--- src/rtl/amo_seq.sv ---
// Load/store/AMO sequencer onto a single-ported memory bus; owns the LR/SC reservation.
// Optional: define AMO_SEQ_MINMAX_EN to execute amo_min/max/minu/maxu (otherwise illegal).
module amo_seq #(
  parameter int unsigned AW = 64,
  parameter int unsigned DW = 64
) (
  input  logic            clk,
  input  logic            rst_n,
  input  logic            req_valid,
  output logic            req_ready,
  input  logic [3:0]      req_op,
  input  logic [AW-1:0]   req_addr,
  input  logic [DW-1:0]   req_wdata,
  input  logic [2:0]      req_size,
  input  logic [DW/8-1:0] req_mask,
  output logic            rsp_valid,
  output logic [DW-1:0]   rsp_rdata,
  output logic            rsp_err,
  output logic            bus_req_valid,
  input  logic            bus_req_ready,
  output logic            bus_we,
  output logic [AW-1:0]   bus_addr,
  output logic [DW-1:0]   bus_wdata,
  output logic [DW/8-1:0] bus_mask,
  input  logic            bus_rsp_valid,
  input  logic [DW-1:0]   bus_rdata
);

  localparam logic [3:0] OpLoad  = 4'd0;
  localparam logic [3:0] OpStore = 4'd1;
  localparam logic [3:0] OpAdd   = 4'd2;
  localparam logic [3:0] OpSwap  = 4'd3;
  localparam logic [3:0] OpLr    = 4'd4;
  localparam logic [3:0] OpSc    = 4'd5;
  localparam logic [3:0] OpXor   = 4'd6;
  localparam logic [3:0] OpOr    = 4'd7;
  localparam logic [3:0] OpAnd   = 4'd8;
`ifdef AMO_SEQ_MINMAX_EN
  localparam logic [3:0] OpMin   = 4'd9;
  localparam logic [3:0] OpMax   = 4'd10;
  localparam logic [3:0] OpMinu  = 4'd11;
  localparam logic [3:0] OpMaxu  = 4'd12;
`endif

  typedef enum logic [2:0] {StIdle, StRdReq, StRdWait, StWrReq, StWrWait, StRsp} state_e;

  state_e          state_q, state_d;
  logic [3:0]      op_q, op_d;
  logic [AW-4:0]   dw_q, dw_d;
  logic            lane_q, lane_d;
  logic            word_q, word_d;
  logic [DW-1:0]   operand_q, operand_d;
  logic [DW-1:0]   rsp_rdata_q, rsp_rdata_d;
  logic            rsp_err_q, rsp_err_d;
  logic [AW-1:0]   bus_addr_q, bus_addr_d;
  logic [DW-1:0]   bus_wdata_q, bus_wdata_d;
  logic [DW/8-1:0] bus_mask_q, bus_mask_d;
  logic            resv_valid_q, resv_valid_d;
  logic [AW-4:0]   resv_addr_q, resv_addr_d;

  logic            op_legal, op_atomic, size_ok;
  logic [DW/8-1:0] word_mask;
  logic [31:0]     old_lane;
  logic [DW-1:0]   old_val, opnd, amo_res, wr_val;

  // Request decode
  always_comb begin
    op_legal  = 1'b1;
    op_atomic = 1'b1;
    case (req_op)
      OpLoad, OpStore: op_atomic = 1'b0;
      OpAdd, OpSwap, OpLr, OpSc, OpXor, OpOr, OpAnd: op_atomic = 1'b1;
`ifdef AMO_SEQ_MINMAX_EN
      OpMin, OpMax, OpMinu, OpMaxu: op_atomic = 1'b1;
`endif
      default: begin
        op_legal  = 1'b0;
        op_atomic = 1'b0;
      end
    endcase
    case (req_size)
      3'd2:    size_ok = (req_addr[1:0] == 2'b00);
      3'd3:    size_ok = (req_addr[2:0] == 3'b000);
      default: size_ok = 1'b0;
    endcase
    word_mask = req_addr[2] ? 8'hF0 : 8'h0F;
  end

  // Word ops are computed on sign-extended operands; the low 32 bits are the wrapped result
  // and unsigned ordering of sign-extended words matches 32-bit unsigned ordering.
  always_comb begin
    old_lane = lane_q ? bus_rdata[63:32] : bus_rdata[31:0];
    old_val  = word_q ? {{32{old_lane[31]}}, old_lane} : bus_rdata;
    opnd     = word_q ? {{32{operand_q[31]}}, operand_q[31:0]} : operand_q;
    case (op_q)
      OpAdd:   amo_res = old_val + opnd;
      OpXor:   amo_res = old_val ^ opnd;
      OpOr:    amo_res = old_val | opnd;
      OpAnd:   amo_res = old_val & opnd;
`ifdef AMO_SEQ_MINMAX_EN
      OpMin:   amo_res = ($signed(old_val) < $signed(opnd)) ? old_val : opnd;
      OpMax:   amo_res = ($signed(old_val) > $signed(opnd)) ? old_val : opnd;
      OpMinu:  amo_res = (old_val < opnd) ? old_val : opnd;
      OpMaxu:  amo_res = (old_val > opnd) ? old_val : opnd;
`endif
      default: amo_res = opnd;
    endcase
    wr_val = word_q ? {2{amo_res[31:0]}} : amo_res;
  end

  always_comb begin
    state_d      = state_q;
    op_d         = op_q;
    dw_d         = dw_q;
    lane_d       = lane_q;
    word_d       = word_q;
    operand_d    = operand_q;
    rsp_rdata_d  = rsp_rdata_q;
    rsp_err_d    = rsp_err_q;
    bus_addr_d   = bus_addr_q;
    bus_wdata_d  = bus_wdata_q;
    bus_mask_d   = bus_mask_q;
    resv_valid_d = resv_valid_q;
    resv_addr_d  = resv_addr_q;
    unique case (state_q)
      StIdle: begin
        if (req_valid) begin
          op_d       = req_op;
          dw_d       = req_addr[AW-1:3];
          lane_d     = req_addr[2];
          word_d     = (req_size == 3'd2);
          operand_d  = req_wdata;
          bus_addr_d = {req_addr[AW-1:3], 3'b000};
          rsp_err_d  = 1'b0;
          if (!op_legal || (op_atomic && !size_ok)) begin
            rsp_err_d = 1'b1;
            state_d   = StRsp;
          end else if (req_op == OpSc) begin
            resv_valid_d = 1'b0;
            if (resv_valid_q && (resv_addr_q == req_addr[AW-1:3])) begin
              bus_wdata_d = (req_size == 3'd2) ? {2{req_wdata[31:0]}} : req_wdata;
              bus_mask_d  = (req_size == 3'd2) ? word_mask : 8'hFF;
              rsp_rdata_d = '0;
              state_d     = StWrReq;
            end else begin
              rsp_rdata_d = 64'd1;
              state_d     = StRsp;
            end
          end else if (req_op == OpStore) begin
            bus_wdata_d = req_wdata;
            bus_mask_d  = req_mask;
            state_d     = StWrReq;
          end else begin
            if (req_op == OpLoad)       bus_mask_d = req_mask;
            else if (req_size == 3'd2)  bus_mask_d = word_mask;
            else                        bus_mask_d = 8'hFF;
            state_d = StRdReq;
          end
        end
      end
      StRdReq: if (bus_req_ready) state_d = StRdWait;
      StRdWait: begin
        if (bus_rsp_valid) begin
          rsp_rdata_d = (op_q == OpLoad) ? bus_rdata : old_val;
          if (op_q == OpLoad) begin
            state_d = StRsp;
          end else if (op_q == OpLr) begin
            resv_valid_d = 1'b1;
            resv_addr_d  = dw_q;
            state_d      = StRsp;
          end else begin
            bus_wdata_d = wr_val;
            state_d     = StWrReq;
          end
        end
      end
      StWrReq: begin
        if (bus_req_ready) begin
          // A store or AMO hitting the reserved doubleword breaks the reservation.
          if (resv_valid_q && (resv_addr_q == dw_q)) resv_valid_d = 1'b0;
          state_d = StWrWait;
        end
      end
      StWrWait: if (bus_rsp_valid) state_d = StRsp;
      StRsp:    state_d = StIdle;
      default:  state_d = StIdle;
    endcase
  end

  always_ff @(posedge clk or negedge rst_n) begin
    if (!rst_n) begin
      state_q      <= StIdle;
      op_q         <= '0;
      dw_q         <= '0;
      lane_q       <= 1'b0;
      word_q       <= 1'b0;
      operand_q    <= '0;
      rsp_rdata_q  <= '0;
      rsp_err_q    <= 1'b0;
      bus_addr_q   <= '0;
      bus_wdata_q  <= '0;
      bus_mask_q   <= '0;
      resv_valid_q <= 1'b0;
      resv_addr_q  <= '0;
    end else begin
      state_q      <= state_d;
      op_q         <= op_d;
      dw_q         <= dw_d;
      lane_q       <= lane_d;
      word_q       <= word_d;
      operand_q    <= operand_d;
      rsp_rdata_q  <= rsp_rdata_d;
      rsp_err_q    <= rsp_err_d;
      bus_addr_q   <= bus_addr_d;
      bus_wdata_q  <= bus_wdata_d;
      bus_mask_q   <= bus_mask_d;
      resv_valid_q <= resv_valid_d;
      resv_addr_q  <= resv_addr_d;
    end
  end

  assign req_ready     = (state_q == StIdle);
  assign rsp_valid     = (state_q == StRsp);
  assign rsp_rdata     = rsp_rdata_q;
  assign rsp_err       = rsp_err_q & rsp_valid;
  assign bus_req_valid = (state_q == StRdReq) || (state_q == StWrReq);
  assign bus_we        = (state_q == StWrReq);
  assign bus_addr      = bus_addr_q;
  assign bus_wdata     = bus_wdata_q;
  assign bus_mask      = bus_mask_q;

endmodule

--- config.mk ---
export PLATFORM = sky130hd
export DESIGN_NAME = amo_seq
export DESIGN_NICKNAME = d
export VERILOG_FILES = /design/src/rtl/amo_seq.sv
export SDC_FILE = /design/constraint.sdc
export NUM_CORES = 1
export LEC_CHECK = 0
export ABC_AREA = 1
export CAP_MARGIN = 20
export CORE_ASPECT_RATIO = 2
export CORE_MARGIN = 4
export CORE_UTILIZATION = 38
export CTS_CLUSTER_SIZE = 25
export DETAILED_ROUTE_END_ITERATION = 7
export PLACE_DENSITY = 0.6
export SLEW_MARGIN = 20
export SYNTH_ARGS = -nofsm -noshare
export SYNTH_HDL_FRONTEND = slang
export SYNTH_SLANG_ARGS = --single-unit
export TNS_END_PERCENT = 5
--- constraint.sdc ---
create_clock -name clk -period 4.3 [get_ports clk]
set_input_delay 0.43 -clock clk [delete_from_list [all_inputs] [get_ports clk]]
set_output_delay 0.43 -clock clk [all_outputs]
set_load 0.01 [all_outputs]
==> metrics.cfg <==
[synthesis]
ys_types=50
synth_top_area_share=0.316
yosys-top-cells-area=dfrtp_1 (32%), nand2_1 (21%), inv_1 (9.6%), o21ai_0 (7.0%), ha_1 (6.4%)
synth_flop_cell=dfrtp_1
ys_ff_latch=333
ys.warnings.count=0
synth_cells=4196
synthArstFlopShare=1.00
syn-mean-instance-area_um2=6.29
ys_seq_area_frac=0.316
syn_area_um2=26400
synth_edf_count=0
synth_area_leader_cell=dfrtp_1

[critical_path]
r2r-start=lane_q
end_kind=register
arrival_ps=4640
critPathKind=reg2reg
crit_start=lane_q
cp-start-kind=register
crit_required_ps=4810
critPathMaxFanout=24

[clocking]
cts.clk_slew.worst_paths_ps=60
cts_tree=built
root_buffer=clkbuf_16
cts_max_level=2
clock_latency_ps=610
cts.sinks=333
clk_path_buf_depth=3
cts_setup_buffers=0
cts_buffers=36

[grt]
grt_util_all_layers=0.387
grt_pass1_wl_um=209000
grt_max_degree=130
first_global_vias=31200
gr-total-overflow=0
antenna_found_initial=15

[floorplan]
start_util=0.384
ios=417
fp.dieW_um=194
die_area_um2=74000
row_count=136
fp.dieH_um=381
core_um2=68700

[route]
post_drt_wl_per_cell_um=25.7
via_per_inst=5.31
num_vias=30700
drc=0
ant_nets=0
drt-initial-drc-count=2247
wl_um=149000
drt-pass1-iter-count=6

[sta]
max_freq_ghz=0.242
period_minus_slack_ps=4130
setup_ws_ps=172
fin_skew_ps=25.6
fin_crit_sh=0.960
slew_viol_final=0
setup_violations=0
hold_viol=0
rsz0062_at_grt=no
max-slew-margin-rel=0.261
tightest_slew_ps=1100

[final_layout]
most-common-layout-cells=nand2_1 (1444), inv_1 (670), clkdlybuf4s50_1 (412)
drive_above_1_share=0.102
final_common_cell=nand2_1
finalInstanceArea_um2=35200
area_growth_pct=33.6
finalNetCount=5193

[job]
max-cap-violations=0

[pwr]
p_per_area_nw_per_um2=874
p_leak_uw=0.0185
ir_worst_vdd_v=0.000421
p_total_uw=30800

[worst_hold_path]
hp-class=in2reg
min_from=req_wdata[63]

[outcome]
run_status=finished clean

[placed_design]
dpl-instance-area_um2=34000
dpl_worst_slack_ps=-13.1
place_congestion=1.08
portBuffers=413
dpl.hpwl_um=122000

==> state kept, by name, summed over array words and instances (netlist names) <==
signal	cells
bus_wdata	64
operand_q	64
rsp_rdata	64
bus_addr	61
resv_addr_q	61
bus_mask	8
op_q	4
state_q	3
lane_q	1
resv_valid_q	1
rsp_err_q	1
word_q	1
==> per-stage QoR <==
stage	TNS, ps	cells	hold WS (ps)	utilization
floorplan	0	4198	134	-
global route	0	5776	440	0.513
detailed placement	-13.1	5702	458	0.494
CTS	0	5767	387	0.512
finish	0	5779	397	0.513
global placement	0	5702	457	0.494
==> report_power, final <==
part	total (uW)	switching, uW	internal [uW]
combinational	21800	13800	7930
clock	3360	1490	1870
sequential	5680	1190	4490
==> final timing paths <==
kind / slack, ps / depth (start not counted) / to
max: 170 / 22 / bus_wdata[46]
min: 400 / 3 / operand_q[63]
max reg2reg: 170 / 22 / bus_wdata[46]
min reg2reg: 480 / 2 / operand_q[61]
max in group asynchronous: 2740 / 3 / rsp_rdata[5]
min in group asynchronous: 470 / 2 / resv_addr_q[22]
==> Yosys cell counts (all sizes together), types with 13 or more instances <==
library cell,instances
xnor2,31
o21ai,383
nand2,1447
nor2,330
xor2,16
a21oi,166
o31ai,30
nand4,32
a211oi,41
dfrtp,333
nor3,43
nand3,127
inv,700
o211ai,42
o22ai,77
or2,13
buf,72
ha,136
clkbuf,104
a21boi,26
==> what timing repair did <==
item                       CTS  global route
hold endpoints to repair    91             0
hold buffers                 1             0
setup endpoints to repair    0             2
resized for setup            0             2
==> cells by family (layout without fill, tap and decap cells) <==
group	after synthesis	in the layout	share of synthesized area
muxes	1	1	0.000379
and+or+nand+nor	2014	2014	0.304
AOI/OAI and AO/OA	786	786	0.170
xor gates and xnor gates	47	47	0.0156
adders and majority gates	137	137	0.0652
DFF	333	333	0.316
other	1	15	0.000142
buffers and inverters	877	1549	0.129
==> critical path, stage by stage, from the launching register on <==
cell	delay, ps
dfrtp_1	370
nand2_2	80
buf_12	160
buf_4	190
o21ai_0	420
ha_1	400
buf_4	180
nand2_1	100
nor2_1	80
buf_4	130
a21oi_1	190
nand2_1	250
nand2_1	180
nand2_1	110
nand2_1	280
nand2_1	100
nand2_1	70
nand3_1	60
nand2_1	100
nand2_1	140
nand2_1	120
nand2_1	110
a21boi_1	170
==> cell type report <==
class,count,area (um^2)
multi-input cells,2988,14700
diodes,12,30.0
flip-flops and latches,333,8330
inverters,701,2630
clock buffers,55,1080
fillers,7331,33500
well taps,897,1120
repair buffers,784,7190
clock inverters,9,135
==> layer usage <==
metal | global-route usage | routed length (um) | vias to the layer above
met5 | 0 | 13 | -
met1 | 0.358 | 46000 | 14300
met3 | 0.0761 | 10100 | 495
met2 | 0.694 | 73800 | 1359
li1 | - | - | 14500
met4 | 0.375 | 18800 | 2
Note: power is estimated with default switching activity, not from simulation.
